File: config.mk
export PLATFORM = sky130hd
export DESIGN_NAME = edge_event_arbiter
export DESIGN_NICKNAME = d
export VERILOG_FILES = /design/src/rtl/edge_evt_pkg.sv /design/src/rtl/edge_det_ch.sv /design/src/rtl/edge_event_arbiter.sv
export SDC_FILE = /design/constraint.sdc
export NUM_CORES = 1
export LEC_CHECK = 0
export ABC_AREA = 1
export CAP_MARGIN = 20
export CORE_MARGIN = 4
export CORE_UTILIZATION = 54
export DETAILED_ROUTE_END_ITERATION = 8
export HOLD_SLACK_MARGIN = 0.08
export PLACE_DENSITY = 0.83
export SYNTH_ARGS = -nofsm -noshare
export SYNTH_HDL_FRONTEND = slang
export SYNTH_SLANG_ARGS = --single-unit
File: constraint.sdc
create_clock -name clk -period 3 [get_ports clk]
set_input_delay 0.9 -clock clk [delete_from_list [all_inputs] [get_ports clk]]
set_output_delay 0.9 -clock clk [all_outputs]
set_load 0.005 [all_outputs]
File: src/rtl/edge_evt_pkg.sv
// edge_evt_pkg: shared types and sizing helpers for the edge event arbiter
package edge_evt_pkg;
  localparam int DEF_NUM_CH = 4;
  function automatic int ch_w(input int n);
    return (n < 2) ? 1 : $clog2(n);
  endfunction
  localparam int DEF_CH_W = ch_w(DEF_NUM_CH);
  typedef enum logic {EDGE_FALL = 1'b0, EDGE_RISE = 1'b1} edge_type_e;
  typedef struct packed {
    logic [DEF_CH_W-1:0] ch;
    edge_type_e          typ;
  } edge_evt_t;
endpackage

File: src/rtl/edge_det_ch.sv
// edge_det_ch: one channel's edge detector, single-entry pending slot and sticky overflow
module edge_det_ch
  import edge_evt_pkg::*;
(
  input  logic       clk,
  input  logic       reset,
  input  logic       prime_i,
  input  logic       a_i,
  input  logic       rise_en_i,
  input  logic       fall_en_i,
  input  logic       grant_i,
  input  logic       clr_ovf_i,
  output logic       pend_o,
  output edge_type_e typ_o,
  output logic       ovf_o
);
  logic       a_q, pend_q, pend_d, ovf_q, ovf_d, rise, fall, hit;
  edge_type_e typ_q, typ_d;
  always_comb begin
    rise   = prime_i & a_i & ~a_q & rise_en_i;
    fall   = prime_i & ~a_i & a_q & fall_en_i;
    hit    = (rise | fall) & pend_q & ~grant_i;
    pend_d = rise | fall | (pend_q & ~grant_i);
    typ_d  = ((rise | fall) & ~hit) ? edge_type_e'(rise) : typ_q;
    ovf_d  = hit | (ovf_q & ~clr_ovf_i);
  end
  always_ff @(posedge clk) begin
    if (reset) begin
      a_q    <= 1'b0;
      pend_q <= 1'b0;
      typ_q  <= EDGE_FALL;
      ovf_q  <= 1'b0;
    end else begin
      a_q    <= a_i;
      pend_q <= pend_d;
      typ_q  <= typ_d;
      ovf_q  <= ovf_d;
    end
  end
  assign pend_o = pend_q;
  assign typ_o  = typ_q;
  assign ovf_o  = ovf_q;
endmodule

File: src/rtl/edge_event_arbiter.sv
// edge_event_arbiter: per-channel edge capture, round-robin grant onto one valid/ready event port
module edge_event_arbiter
  import edge_evt_pkg::*;
#(
  parameter int  NUM_CH = DEF_NUM_CH,
  localparam int CH_W   = ch_w(NUM_CH)
) (
  input  logic              clk,
  input  logic              reset,
  input  logic [NUM_CH-1:0] a_i,
  input  logic [NUM_CH-1:0] rise_en_i,
  input  logic [NUM_CH-1:0] fall_en_i,
  output logic              evt_valid_o,
  input  logic              evt_ready_i,
  output logic [CH_W-1:0]   evt_ch_o,
  output logic              evt_rise_o,
  output logic [NUM_CH-1:0] overflow_o,
  input  logic [NUM_CH-1:0] clr_ovf_i
);
  logic              prime_q, valid_q, valid_d, found, load;
  logic [NUM_CH-1:0] pend, grant;
  logic [CH_W-1:0]   ptr_q, ptr_d, ch_q, ch_d, win, idx;
  edge_type_e        typ [NUM_CH];
  edge_type_e        typ_q, typ_d;
  always_comb begin
    found = 1'b0;
    win   = '0;
    idx   = '0;
    for (int i = 0; i < NUM_CH; i++) begin
      idx = CH_W'((int'(ptr_q) + i) % NUM_CH);
      if (!found && pend[idx]) begin
        found = 1'b1;
        win   = idx;
      end
    end
    load    = ~valid_q | evt_ready_i;
    grant   = (load & found) ? NUM_CH'(1) << win : '0;
    valid_d = load ? found : valid_q;
    ch_d    = (load & found) ? win : ch_q;
    typ_d   = (load & found) ? typ[win] : typ_q;
    ptr_d   = (load & found) ? ((int'(win) == NUM_CH - 1) ? '0 : win + 1'b1) : ptr_q;
  end
  for (genvar c = 0; c < NUM_CH; c++) begin : g_ch
    edge_det_ch u_ch (
      .clk       (clk),
      .reset     (reset),
      .prime_i   (prime_q),
      .a_i       (a_i[c]),
      .rise_en_i (rise_en_i[c]),
      .fall_en_i (fall_en_i[c]),
      .grant_i   (grant[c]),
      .clr_ovf_i (clr_ovf_i[c]),
      .pend_o    (pend[c]),
      .typ_o     (typ[c]),
      .ovf_o     (overflow_o[c])
    );
  end
  always_ff @(posedge clk) begin
    if (reset) begin
      prime_q <= 1'b0;
      valid_q <= 1'b0;
      ptr_q   <= '0;
      ch_q    <= '0;
      typ_q   <= EDGE_FALL;
    end else begin
      prime_q <= 1'b1;
      valid_q <= valid_d;
      ptr_q   <= ptr_d;
      ch_q    <= ch_d;
      typ_q   <= typ_d;
    end
  end
  assign evt_valid_o = valid_q;
  assign evt_ch_o    = ch_q;
  assign evt_rise_o  = (typ_q == EDGE_RISE);
endmodule
==> summary.txt <==
Placed design
  • Final GP Congestion: 0.9682
  • Number of input and output port buffers inserted: 26
  • DP HPWL: 2.305 mm
  • DP Cell Count: 250
  • Setup WS pre-CTS: 0.6548 ns
  • Instance area after placement: 1585 um^2

Worst setup path
  • Type of origin of the critical path: register
  • Number of buffers and inverters on the critical path: 2
  • Critical Path Sink: g_ch[3].u_ch.typ_o$_SDFFE_PP0P_
  • Launch point of the critical path: ptr_q[0]$_SDFFE_PP0P_
  • CP peak stage delay: 0.60 ns
  • Number of cells on the worst reg-to-reg path: 14
  • Critical path data arrival time: 2.63 ns
  • Slowest CP cell: sky130_fd_sc_hd__dfxtp_1
  • Critical path type: reg -> reg
  • WP depth: 14
  • Critical path's top delay family: simple AND/OR/NAND/NOR gates
  • Worst endpoint required time: 3.19 ns
  • Kind of end point of the critical path: register
  • Endpoint of the lowest-slack register-to-register path: g_ch[3].u_ch.typ_o$_SDFFE_PP0P_
  • Cell seen most often among critical-path stages: sky130_fd_sc_hd__nand2_1
  • Worst Path Max Fanout: 10
  • Cells along the critical path: nand2_1 > nand3_1 > nand2_1 > nor2_4 > nand3_1 > nand3_1 > nand2_1 > inv_1 > ha_1 > inv_1 > o21ai_1 > nand2_1 > nand2_1 > a21oi_1
  • Flop-to-flop setup slack: 0.56 ns
  • Startpoint of the lowest-slack register-to-register path: ptr_q[0]$_SDFFE_PP0P_

CTS
  • Clock tree from TritonCTS: yes
  • Buffer depth of the longest clock path: 2
  • Clock Latency Late Sink: 0.31 ns
  • Number of hold buffers added after CTS: 0
  • CTS clock-pin slew for the worst setup and hold paths: 0.13 ns
  • Clk sink count: 23
  • Buffer count from post-CTS setup fixing: 0
  • CTS buffer count: 3
  • CTS-repair resized insts: 0
  • Max H-tree Level: 1
  • Clock root cell: sky130_fd_sc_hd__clkbuf_4

Floorplanning
  • Die outline area: 3356 um^2
  • Overall die height: 57.93 um
  • Floorplan row count: 17
  • Number of I/O pins: 27
  • Overall die width: 57.93 um
  • Initial core utilization: 58.61%
  • Floorplan core area: 2297 um^2

Route
  • Post-route DRC: 0
  • Via count of the routed design: 1286
  • Avg Vias per Cell: 5.063
  • First-pass iteration count of the detailed router: 4
  • Remaining number of nets flagged by the antenna check after routing: 0
  • Final wirelength: 2.875 mm
  • Number of design-rule violations left by the first detailed-router iteration: 57
  • Average wire per cell in the routed design: 11.32 um

Cells and area
  • Layout Utilization: 70.21%
  • Fraction of final layout cells sized beyond drive strength 1: 7.522%
  • Diode count: 0
  • Filler cell count in the final layout: 197
  • Cell area after layout: 1613 um^2
  • Leading cell type in the layout, fill and taps excluded: sky130_fd_sc_hd__nand2_1
  • Final standard cell count with taps included and fillers excluded: 254
  • Area Growth Syn to Fin: 19.80%
  • Highest-count cells in the layout ignoring fill and taps: 64 x sky130_fd_sc_hd__nand2_1, 39 x sky130_fd_sc_hd__inv_1, 26 x sky130_fd_sc_hd__clkdlybuf4s50_1
  • Final nets: 250

STA
  • Final worst-path cycle share: 81.19%
  • Setup slack of the critical path after layout: 0.5644 ns
  • Fmax achieved: 0.4106 GHz
  • Worst Max-Slew Pin Slew: 0.4200 ns
  • Count of endpoints failing hold in the final timing report: 0
  • Total of endpoints with negative setup slack in the final report: 0
  • Total Negative Setup Slacks: 0 ns
  • Worst Clk Skew: 0.008690 ns
  • Tmin final: 2.436 ns
  • Final slew viol count: 0
  • RSZ-0062 raised after global routing: no
  • Fin Hold WS: 0.4641 ns
  • Worst relative slew slack: 71.96%

Min path
  • Type of the tightest min-delay check: reg -> reg

GRT
  • Total gr overflow: 0
  • Antenna violations before repair: 0
  • Maximum number of pins on one net before global-route repair: 14
  • Number of global-route vias before repair: 1276
  • Global-route wire length before repair: 5.085 mm
  • Overall fraction of global-route tracks in use: 19.12%

Synth
  • Number of synthesized register bits: 23
  • Count of cell types in the netlist: 25
  • Mean area per synthesized cell: 6.599 um^2
  • Gate count after technology mapping: 204
  • Count of synthesis-stage warnings from yosys: 0
  • Synthesized cell area: 1346 um^2
  • Net count of the mapped netlist: 227
  • Share of synthesized area occupied by flip-flops and latches: 34.20%

Power
  • Power density of the placed cells: 772.9 nW/um^2
  • IR Drop Worst-Case VDD: 0.0005487 V
  • Power Total: 1.247 mW
  • Static leakage: 0.8050 nW

Job
  • Max cap viols: 0

Outcome
  • Run status: finished, final reports clean
## state kept, by name, summed over array words and instances, names as in the netlist
signal            cells
evt_ch_o              2
evt_rise_o            1
evt_valid_o           1
g_ch.u_ch.a_q         4
g_ch.u_ch.ovf_o       4
g_ch.u_ch.pend_o      4
g_ch.u_ch.typ_o       4
prime_q               1
ptr_q                 2
## final cells by class
class | instances | area, um^2 | share of cell area, %
Multi-Input combinational cell | 131 | 663.1 | 41.12
Sequential cell | 23 | 460.4 | 28.55
Timing Repair Buffer | 27 | 267.8 | 16.60
Inverter | 41 | 158.9 | 9.853
Tap cell | 28 | 35.03 | 2.172
Clock buffer | 3 | 22.52 | 1.396
Clock inverter | 1 | 5.005 | 0.3103
## worst min-delay path by stage
stage | from | slack, ns | cells after the start | endpoint
after floorplan | g_ch[1].u_ch.typ_o$_SDFFE_PP0P_ | 0.44 | 2 | g_ch[1].u_ch.typ_o$_SDFFE_PP0P_
after global placement | evt_ch_o[1]$_SDFFE_PP0P_ | 0.45 | 2 | evt_ch_o[1]$_SDFFE_PP0P_
after CTS | evt_ch_o[1]$_SDFFE_PP0P_ | 0.47 | 2 | evt_ch_o[1]$_SDFFE_PP0P_
after detailed placement | evt_ch_o[1]$_SDFFE_PP0P_ | 0.45 | 2 | evt_ch_o[1]$_SDFFE_PP0P_
after global routing | evt_ch_o[1]$_SDFFE_PP0P_ | 0.50 | 2 | evt_ch_o[1]$_SDFFE_PP0P_
final | evt_ch_o[1]$_SDFFE_PP0P_ | 0.46 | 2 | evt_ch_o[1]$_SDFFE_PP0P_
## cell families after synthesis
family	Yosys count	share of synthesized area, %
buf+inv	50	16.54
compound gates	25	11.99
flops	23	34.20
simple gates	102	33.55
fa+ha+maj	4	3.718
## routing by layer
layer  wire length, um  global-route usage (%)
met1              1278                   21.30
met2              1434                   35.97
met3               117                   2.895
met4                44                   7.285
met5                 0                       0
## worst register-to-register path, cell delays in order (launching register included)
cell,delay (ns)
sky130_fd_sc_hd__dfxtp_1,0.60
sky130_fd_sc_hd__nand2_1,0.18
sky130_fd_sc_hd__nand3_1,0.14
sky130_fd_sc_hd__nand2_1,0.12
sky130_fd_sc_hd__nor2_4,0.18
sky130_fd_sc_hd__nand3_1,0.10
sky130_fd_sc_hd__nand3_1,0.10
sky130_fd_sc_hd__nand2_1,0.13
sky130_fd_sc_hd__inv_1,0.13
sky130_fd_sc_hd__ha_1,0.16
sky130_fd_sc_hd__inv_1,0.04
sky130_fd_sc_hd__o21ai_1,0.24
sky130_fd_sc_hd__nand2_1,0.09
sky130_fd_sc_hd__nand2_1,0.07
sky130_fd_sc_hd__a21oi_1,0.06
## synthesized netlist by cell type (all sizes together)
library cell,count,area (um^2)
nand2,67,259.0
inv,41,158.9
dfxtp,23,460.4
nor2,14,62.56
a21oi,11,62.56
nand3,11,67.57
nand4,10,62.56
o21ai,8,55.05
buf,6,52.55
ha,4,50.05
clkbuf,3,11.26
o21a,3,22.52
a211oi,2,15.01
a31oi,1,6.260
## report_power, final
group | internal [mW] | switching, mW
Combinational | 0.252 | 0.461
Clock | 0.0498 | 0.0938
Sequential | 0.348 | 0.0424
Total | 0.650 | 0.597
(Power assumes the default switching activity.)
